--- src/rtl/scan_pkg.sv ---
// Shared types and helpers for the residual scan controller.
// Latency: none (declarations only).
// Backpressure: not applicable.
package scan_pkg;

  // Window row tag width, matching the residual compute w_row input.
  localparam int ROW_W = 5;

  // Scan controller states.
  typedef enum logic [1:0] {
    IDLE  = 2'd0,
    RUN   = 2'd1,
    DRAIN = 2'd2,
    DONE  = 2'd3
  } scan_state_e;

  // POI pixel address width: row bits plus column bits.
  function automatic int poi_addr_w(input int depth, input int width);
    return depth + width;
  endfunction

endpackage

--- src/rtl/scan_addr_gen.sv ---
// Row/POI address counters for one scan; addr is the inner loop, row the outer.
// Latency: counters move on the edge after adv; last is combinational from the counters.
// Backpressure: counters hold whenever adv is low.
module scan_addr_gen
  import scan_pkg::*;
#(
  parameter int POI_ADDR_W = 8,
  parameter int W_ROWS     = 32
) (
  input  logic                  clk,
  input  logic                  reset,
  input  logic                  clr,
  input  logic                  adv,
  output logic [POI_ADDR_W-1:0] addr,
  output logic [ROW_W-1:0]      row,
  output logic                  last
);

  logic [POI_ADDR_W-1:0] addr_q, addr_d;
  logic [ROW_W-1:0]      row_q, row_d;
  logic                  addr_max;

  assign addr = addr_q;
  assign row  = row_q;

  // Next counter values: addr wraps max->0 and carries into row; row wraps after the last one.
  always_comb begin
    addr_max = &addr_q;
    last     = addr_max && (row_q == ROW_W'(W_ROWS - 1));
    addr_d   = addr_q;
    row_d    = row_q;
    if (clr) begin
      addr_d = '0;
      row_d  = '0;
    end else if (adv) begin
      addr_d = addr_q + POI_ADDR_W'(1);
      if (addr_max) begin
        row_d = last ? '0 : row_q + ROW_W'(1);
      end
    end
  end

  // Counter registers.
  always_ff @(posedge clk or posedge reset) begin
    if (reset) begin
      addr_q <= '0;
      row_q  <= '0;
    end else begin
      addr_q <= addr_d;
      row_q  <= row_d;
    end
  end

endmodule

--- src/rtl/residual_scan_ctrl.sv ---
// Sequences BRAM read -> residual compute -> residual write over every window row x POI pixel.
// Latency: start sampled at edge k, first read in cycle k+1, first res_wr_valid in cycle k+3.
// Backpressure: res_ready low with a residual pending freezes reads, compute and tags in place.
module residual_scan_ctrl
  import scan_pkg::*;
#(
  parameter int POI_DEPTH = 4,
  parameter int POI_WIDTH = 4,
  parameter int W_ROWS    = 32,
  localparam int POI_ADDR_W = poi_addr_w(POI_DEPTH, POI_WIDTH)
) (
  input  logic                  clk,
  input  logic                  reset,
  input  logic                  start,
  input  logic                  abort,
  output logic                  busy,
  output logic                  done,
  output logic                  poi_rd_en,
  output logic [POI_ADDR_W-1:0] poi_rd_addr,
  output logic                  win_rd_en,
  output logic [ROW_W-1:0]      win_rd_row,
  output logic                  compute_en,
  output logic [ROW_W-1:0]      compute_w_row,
  output logic [POI_ADDR_W-1:0] compute_poi,
  output logic                  res_wr_valid,
  input  logic                  res_ready
);

  localparam logic [1:0] ST_IDLE  = 2'(IDLE);
  localparam logic [1:0] ST_RUN   = 2'(RUN);
  localparam logic [1:0] ST_DRAIN = 2'(DRAIN);
  localparam logic [1:0] ST_DONE  = 2'(DONE);

  logic [1:0]            state_q, state_d;
  logic                  v1_q, v1_d;
  logic                  v2_q, v2_d;
  logic [ROW_W-1:0]      tag_row_q, tag_row_d;
  logic [POI_ADDR_W-1:0] tag_poi_q, tag_poi_d;

  logic                  stall;
  logic                  rd_en;
  logic                  last;
  logic [POI_ADDR_W-1:0] addr;
  logic [ROW_W-1:0]      row;

  // A residual that cannot leave blocks every stage behind it; BRAM outputs hold since rd_en drops.
  assign stall = v2_q && !res_ready;
  assign rd_en = (state_q == ST_RUN) && !stall;

  scan_addr_gen #(
    .POI_ADDR_W (POI_ADDR_W),
    .W_ROWS     (W_ROWS)
  ) u_addr_gen (
    .clk   (clk),
    .reset (reset),
    .clr   (abort),
    .adv   (rd_en),
    .addr  (addr),
    .row   (row),
    .last  (last)
  );

  assign poi_rd_en     = rd_en;
  assign win_rd_en     = rd_en;
  assign poi_rd_addr   = addr;
  assign win_rd_row    = row;
  assign compute_en    = v1_q && !stall;
  assign compute_w_row = tag_row_q;
  assign compute_poi   = tag_poi_q;
  assign res_wr_valid  = v2_q;
  assign busy          = (state_q == ST_RUN) || (state_q == ST_DRAIN);
  assign done          = (state_q == ST_DONE);

  // Valid pipeline, tag capture and FSM; DRAIN exits on the cycle the pipe empties so done follows the last write.
  always_comb begin
    state_d   = state_q;
    v1_d      = stall ? v1_q : rd_en;
    v2_d      = stall ? v2_q : v1_q;
    tag_row_d = rd_en ? row  : tag_row_q;
    tag_poi_d = rd_en ? addr : tag_poi_q;
    case (state_q)
      ST_IDLE:  if (start)          state_d = ST_RUN;
      ST_RUN:   if (rd_en && last)  state_d = ST_DRAIN;
      ST_DRAIN: if (!v1_d && !v2_d) state_d = ST_DONE;
      default:                      state_d = ST_IDLE;
    endcase
    if (abort) begin
      state_d   = ST_IDLE;
      v1_d      = 1'b0;
      v2_d      = 1'b0;
      tag_row_d = '0;
      tag_poi_d = '0;
    end
  end

  // State and pipeline registers.
  always_ff @(posedge clk or posedge reset) begin
    if (reset) begin
      state_q   <= ST_IDLE;
      v1_q      <= 1'b0;
      v2_q      <= 1'b0;
      tag_row_q <= '0;
      tag_poi_q <= '0;
    end else begin
      state_q   <= state_d;
      v1_q      <= v1_d;
      v2_q      <= v2_d;
      tag_row_q <= tag_row_d;
      tag_poi_q <= tag_poi_d;
    end
  end

endmodule

--- config.mk ---
export PLATFORM = sky130hd
export DESIGN_NAME = residual_scan_ctrl
export DESIGN_NICKNAME = d
export VERILOG_FILES = /design/src/rtl/scan_pkg.sv /design/src/rtl/scan_addr_gen.sv /design/src/rtl/residual_scan_ctrl.sv
export SDC_FILE = /design/constraint.sdc
export NUM_CORES = 1
export LEC_CHECK = 0
export CAP_MARGIN = 20
export CORE_UTILIZATION = 50
export CTS_CLUSTER_SIZE = 12
export DETAILED_ROUTE_END_ITERATION = 16
export HOLD_SLACK_MARGIN = 0.03
export PLACE_DENSITY = 0.81
export SETUP_SLACK_MARGIN = 0.2
export SLEW_MARGIN = 30
export SYNTH_ARGS = -nofsm -noshare
export SYNTH_HDL_FRONTEND = slang
export SYNTH_SLANG_ARGS = --single-unit
--- constraint.sdc ---
create_clock -name clk -period 7.12 [get_ports clk]
set_input_delay 2.136 -clock clk [delete_from_list [all_inputs] [get_ports clk]]
set_output_delay 2.136 -clock clk [all_outputs]
set_load 0.01 [all_outputs]
==> results.json, run 1 <==
{
  "die_h_um": 56.3,
  "ys_seq_area_share_pct": 50.9,
  "cts_root_buf": "clkbuf_4",
  "cts_hold_buf": 0,
  "switchingPower_uw": 167,
  "nets": 206,
  "port_buffers": 36,
  "initial_core_util_pct": 53.0,
  "cts_htree_levels": 2,
  "status": "finished clean",
  "setup_tns_ps": 0,
  "yosys_register_bits": 30,
  "synth.avg_cell_area_um2": 9.45,
  "cts.path.max_buffers": 2,
  "synthesis.nets": 168,
  "layout_common_cells": "clkdlybuf4s50_1, nand2_1, dfrtp_1",
  "ant_nets": 0,
  "drive_gt1_share_pct": 9.23,
  "peakVddDrop_uv": 250,
  "worstSetupPathType": "input port to output pin",
  "io_pins": 37,
  "cp-start-kind": "input port",
  "power_frac_seq_pct": 42.5,
  "vias": 1238,
  "hpwl_mm": 2.15,
  "cp_slowest_cell": "clkdlybuf4s50_1",
  "rsz0062_at_grt": "false",
  "die_area_um2": 3170,
  "setup_violations": 0,
  "gp_congestion": 0.836,
  "crit_required_ps": 4980,
  "grt_use_total_pct": 23.0,
  "fin_crit_sh_pct": 86.4,
  "core_area_um2": 2780,
  "fin_crit_ps": 6150,
  "hold_class": "flop to flop",
  "finalMaxSlewViolations": 0,
  "clkPwrFrac_pct": 23.7,
  "clk_latency_ps": 340,
  "wire_per_inst_um": 14.2,
  "maxCapViolations": 0,
  "slowest_delay_ps": 520,
  "max_freq_mhz": 163,
  "grt_pass1_vias": 1236,
  "drt_wl_total_mm": 3.20,
  "antenna_found_initial": 0,
  "remaining_drc_errors": 0,
  "finalHoldViolations": 0,
  "cts_made_buffers": 5,
  "synth_cell_type_count": 32,
  "crit_arrival_ps": 4010,
  "first_pass_iters": 4,
  "intPower_uw": 298,
  "diodes": 0,
  "drtIter0Drc": 43,
  "path_clk_slew_ps": 90,
  "cts_sinks": 30,
  "final_util_pct": 68.7,
  "critPathMaxFanout": 16,
  "pwr-share-comb_pct": 33.9,
  "netlist_area_um2": 1470,
  "endpoint_kind": "output pin",
  "post_cts_resized": 0,
  "cts_tree": "done",
  "detail_route.vias_per_cell": 5.48,
  "rows": 19,
  "leakagePower_uw": 0.000806,
  "worstMarginPinSlew_ps": 627,
  "cp_common_cell": "clkdlybuf4s50_1",
  "die-width_um": 56.3,
  "finClkSkew_ps": 9.19,
  "swShare_pct": 36.0,
  "synthCells": 156,
  "yosys_warnings": 0,
  "powerDensity_nw_per_um2": 243,
  "route.met3.wl_um": 166,
  "syn2layout_area_growth_pct": 29.7,
  "met1Wirelength_mm": 1.42,
  "met2_length_mm": 1.58,
  "postCtsSetupBuffers": 0,
  "overflow": 0,
  "whs_ps": 523,
  "layout_commonest_cell": "clkdlybuf4s50_1",
  "path_cells": "clkdlybuf4s50_1, nand2b_1, nand2_1, clkinv_1, clkdlybuf4s50_1",
  "grt_pass1_wl_mm": 5.53,
  "grt_max_degree": 34,
  "max-slew-margin-rel_pct": 58.1,
  "top_layer_used": "met4"
}
## metal layers
layer | global-route usage, % | vias up
li1 | - | 604
met1 | 28.9 | 592
met3 | 5.30 | 5
met2 | 36.4 | 37
met5 | 0 | -
met4 | 13.2 | 0
## final cells by class
class,instances,area (um2)
multi-input cells,114,673
inverters,6,22.5
clock buffers,6,51.3
repair buffers,37,363
fillers,230,870
clock inverters,2,12.5
flip-flops and latches,30,751
well taps,31,38.8
## state kept, by name, indices dropped and copies added, names as in the netlist
| signal | flops |
|---|---|
| compute_poi | 8 |
| compute_w_row | 5 |
| res_wr_valid | 1 |
| state_q | 2 |
| u_addr_gen.addr | 8 |
| u_addr_gen.row | 5 |
| v1_q | 1 |
## path summary, 6_finish.rpt
path,depth (start not counted),to,startpoint,slack [ps]
max,5,poi_rd_en,res_ready,970
min,2,compute_poi[6],compute_poi[6],520
max reg2reg,6,state_q[0],u_addr_gen.row[0],5020
min reg2reg,2,compute_poi[6],compute_poi[6],520
max in group asynchronous,2,state_q[0],reset,4520
min in group asynchronous,2,u_addr_gen.addr[1],reset,2190
## cell usage after synthesis (all sizes together)
| library cell | instances | area (um2) |
|---|---|---|
| a21oi | 19 | 95.1 |
| a31oi | 1 | 6.26 |
| a32oi | 1 | 8.76 |
| and2 | 2 | 13.8 |
| and3 | 3 | 18.8 |
| and4 | 1 | 11.3 |
| buf | 2 | 12.5 |
| clkbuf | 4 | 15.0 |
| clkinv | 1 | 3.75 |
| dfrtp | 30 | 751 |
| ha | 7 | 87.6 |
| inv | 5 | 18.8 |
| mux2 | 2 | 22.5 |
| mux2i | 2 | 20.0 |
| nand2 | 34 | 128 |
| nand2b | 3 | 18.8 |
| nand3 | 2 | 10.0 |
| nand4 | 3 | 33.8 |
| nor2 | 14 | 52.6 |
| nor2b | 3 | 18.8 |
| nor3b | 1 | 7.51 |
| nor4 | 3 | 18.8 |
| o21ai | 3 | 15.0 |
| or3 | 1 | 7.51 |
| or3b | 1 | 8.76 |
| or4 | 1 | 7.51 |
| or4b | 1 | 10.0 |
| xnor2 | 5 | 43.8 |
| xor2 | 1 | 8.76 |
## stage by stage
step | area, um2 | setup WS [ps] | std cells | power [uW]
2_1_floorplan | 1470 | 1880 | 156 | 299
3_3_place_gp | 1850 | 1060 | 218 | 352
3_5_place_dp | 1850 | 978 | 218 | 358
4_1_cts | 1910 | 968 | 226 | 471
5_1_grt | 1910 | 852 | 226 | 495
6_report | 1910 | 971 | 226 | 465
## worst max-delay path: cells and delay by family
kind,cells,cell delay (ps)
buf+inv,3,1150
simple gates,2,720
## power groups by stage
stage               logic (uW)  registers (uW)  clock network [uW]
floorplan                 99.2             200                   0
global placement           153             199                   0
detailed placement         157             201                   0
CTS                        159             197                 115
global route               172             200                 123
finish                     158             198                 110
## logic make-up (layout without fill, tap and decap cells)
family | count (synthesis) | count (layout) | synth area share, %
compound gates | 24 | 24 | 8.49
xor+xnor | 6 | 6 | 3.57
fa+ha+maj | 7 | 7 | 5.94
buf+inv | 12 | 51 | 3.40
flops | 30 | 30 | 50.9
mux | 4 | 4 | 2.89
simple gates | 73 | 73 | 24.8
Power figures use the tool's default switching activity.
==> inputs of run 2 (changes only) <==
--- a/config.mk
+++ b/config.mk
@@ -6,6 +6,7 @@
 export NUM_CORES = 1
 export LEC_CHECK = 0
 export CAP_MARGIN = 20
+export CORE_ASPECT_RATIO = 1.25
 export CORE_UTILIZATION = 50
 export CTS_CLUSTER_SIZE = 12
 export DETAILED_ROUTE_END_ITERATION = 16
==> results.json, run 2 (same netlist as run 1, synthesis figures left out) <==
{
  "status": "finished clean",
  "fin_crit_sh_pct": 89.1,
  "cts.path.max_buffers": 2,
  "whs_endpoint": "compute_poi[3]",
  "die_area_um2": 3170,
  "cp_slowest_cell": "clkdlybuf4s50_1",
  "cts_htree_levels": 2,
  "antenna_found_initial": 0,
  "path_cells": "clkdlybuf4s50_1, nand2b_1, nand2_1, clkinv_1, buf_4, clkdlybuf4s50_1",
  "crit_buf_inv": 4,
  "busiest_layer": "met2",
  "drt_wl_total_mm": 3.22,
  "fin_crit_ps": 6350,
  "first_pass_iters": 4,
  "max-slew-margin-rel_pct": 59.1,
  "cp-start-kind": "input port",
  "grt_pass1_vias": 1275,
  "setup_violations": 0,
  "cts_sinks": 30,
  "grt_use_total_pct": 24.1,
  "placed_area_um2": 1850,
  "setup_tns_ps": 0,
  "initial_core_util_pct": 53.9,
  "die-width_um": 50.6,
  "slowest_delay_ps": 560,
  "wire_per_inst_um": 14.1,
  "io_pins": 37,
  "rows": 21,
  "crit_required_ps": 4980,
  "remaining_drc_errors": 0,
  "met2_usage_pct": 40.3,
  "peakVddDrop_uv": 209,
  "met1_usage_pct": 28.1,
  "critPathMaxFanout": 16,
  "hold_class": "flop to flop",
  "reg2reg_depth": 6,
  "powerDensity_nw_per_um2": 241,
  "cts_made_buffers": 5,
  "path_clk_slew_ps": 80,
  "drive_gt1_share_pct": 8.72,
  "finClkSkew_ps": 12.2,
  "overflow": 0,
  "r2r-start": "u_addr_gen.row[0]",
  "holdPathStages": 2,
  "diodes": 0,
  "multi_input_area_um2": 673,
  "cts_hold_buf": 0,
  "syn2layout_area_growth_pct": 29.7,
  "leakagePower_uw": 0.000807,
  "post_cts_resized": 0,
  "rsz0062_at_grt": "false",
  "hp-start": "compute_poi[3]",
  "gp_congestion": 0.794,
  "worstMarginPinSlew_ps": 612,
  "whs_ps": 528,
  "drtIter0Drc": 40,
  "cts_root_buf": "clkbuf_4",
  "core_area_um2": 2730,
  "layout_commonest_cell": "clkdlybuf4s50_1",
  "die_h_um": 62.7,
  "crit_arrival_ps": 4210,
  "finalInstanceArea_um2": 1910,
  "rrSetupSlack_ps": 4990,
  "worstSetupPathType": "input port to output pin",
  "cts_tree": "done",
  "postCtsSetupBuffers": 0,
  "max_freq_mhz": 158,
  "finalMaxSlewViolations": 0,
  "rr_endpoint": "state_q[0]",
  "grt_pass1_wl_mm": 5.64,
  "ant_nets": 0,
  "cp_common_cell": "clkdlybuf4s50_1",
  "hpwl_mm": 2.25,
  "layout_common_cells": "clkdlybuf4s50_1, nand2_1, dfrtp_1",
  "detail_route.vias_per_cell": 5.44,
  "maxCapViolations": 0,
  "finalHoldViolations": 0,
  "seqCellArea_um2": 751,
  "grt_max_degree": 34,
  "met3_usage_pct": 7.54,
  "clk_latency_ps": 340,
  "cpLargestDelayFamily": "buffers and inverters",
  "vias": 1246,
  "port_buffers": 36,
  "fillCellCount": 225,
  "nets": 206,
  "endpoint_kind": "output pin"
}
-- run 2: changes by cell type in the layout (fill, tap and decap cells not counted), sizes merged --
cell      change
clkinvlp      -1
clkbuf        +1
-- run 2: final cells by class --
type | count | share of cell area [%]
Clock buffer | 7 | 2.88
Clock inverter | 1 | 0.262
Inverter | 6 | 1.18
Multi-Input combinational cell | 114 | 35.2
Sequential cell | 30 | 39.3
Tap cell | 34 | 2.23
Timing Repair Buffer | 37 | 19.0
-- run 2: worst max path at each step --
stage / from / endpoint / cells after the start
final: res_ready / poi_rd_en / 6
after global routing: res_ready / poi_rd_en / 6
after CTS: res_ready / poi_rd_en / 6
after detailed placement: res_ready / poi_rd_en / 6
after global placement: res_ready / poi_rd_en / 6
after floorplan: res_ready / win_rd_en / 5
-- run 2: metrics by stage --
stage,total power (uW),cells,setup WS (ps),util [%]
detailed placement,358,221,787,67.8
finish,461,229,773,70.0
floorplan,299,156,1880,-
global placement,352,221,864,67.9
global route,490,229,621,70.0
CTS,465,229,778,70.0
-- run 2: power by group --
| part | internal, uW | total [uW] | switching, uW |
|---|---|---|---|
| combinational | 68.8 | 158 | 89.4 |
| sequential | 183 | 197 | 14.7 |
| clock | 47.8 | 105 | 57.6 |
| total | 299 | 461 | 162 |
-- run 2: tightest hold or removal path, cell delays in order (launching register included) --
cell and delay, ps:
dfrtp_1 380, nand2_1 60, a21oi_1 50
-- run 2: per-layer routing --
layer / routed length [um] / vias up
met3: 125 / 8
li1: - / 606
met4: 60 / 0
met1: 1370 / 600
met2: 1660 / 32
met5: 0 / -
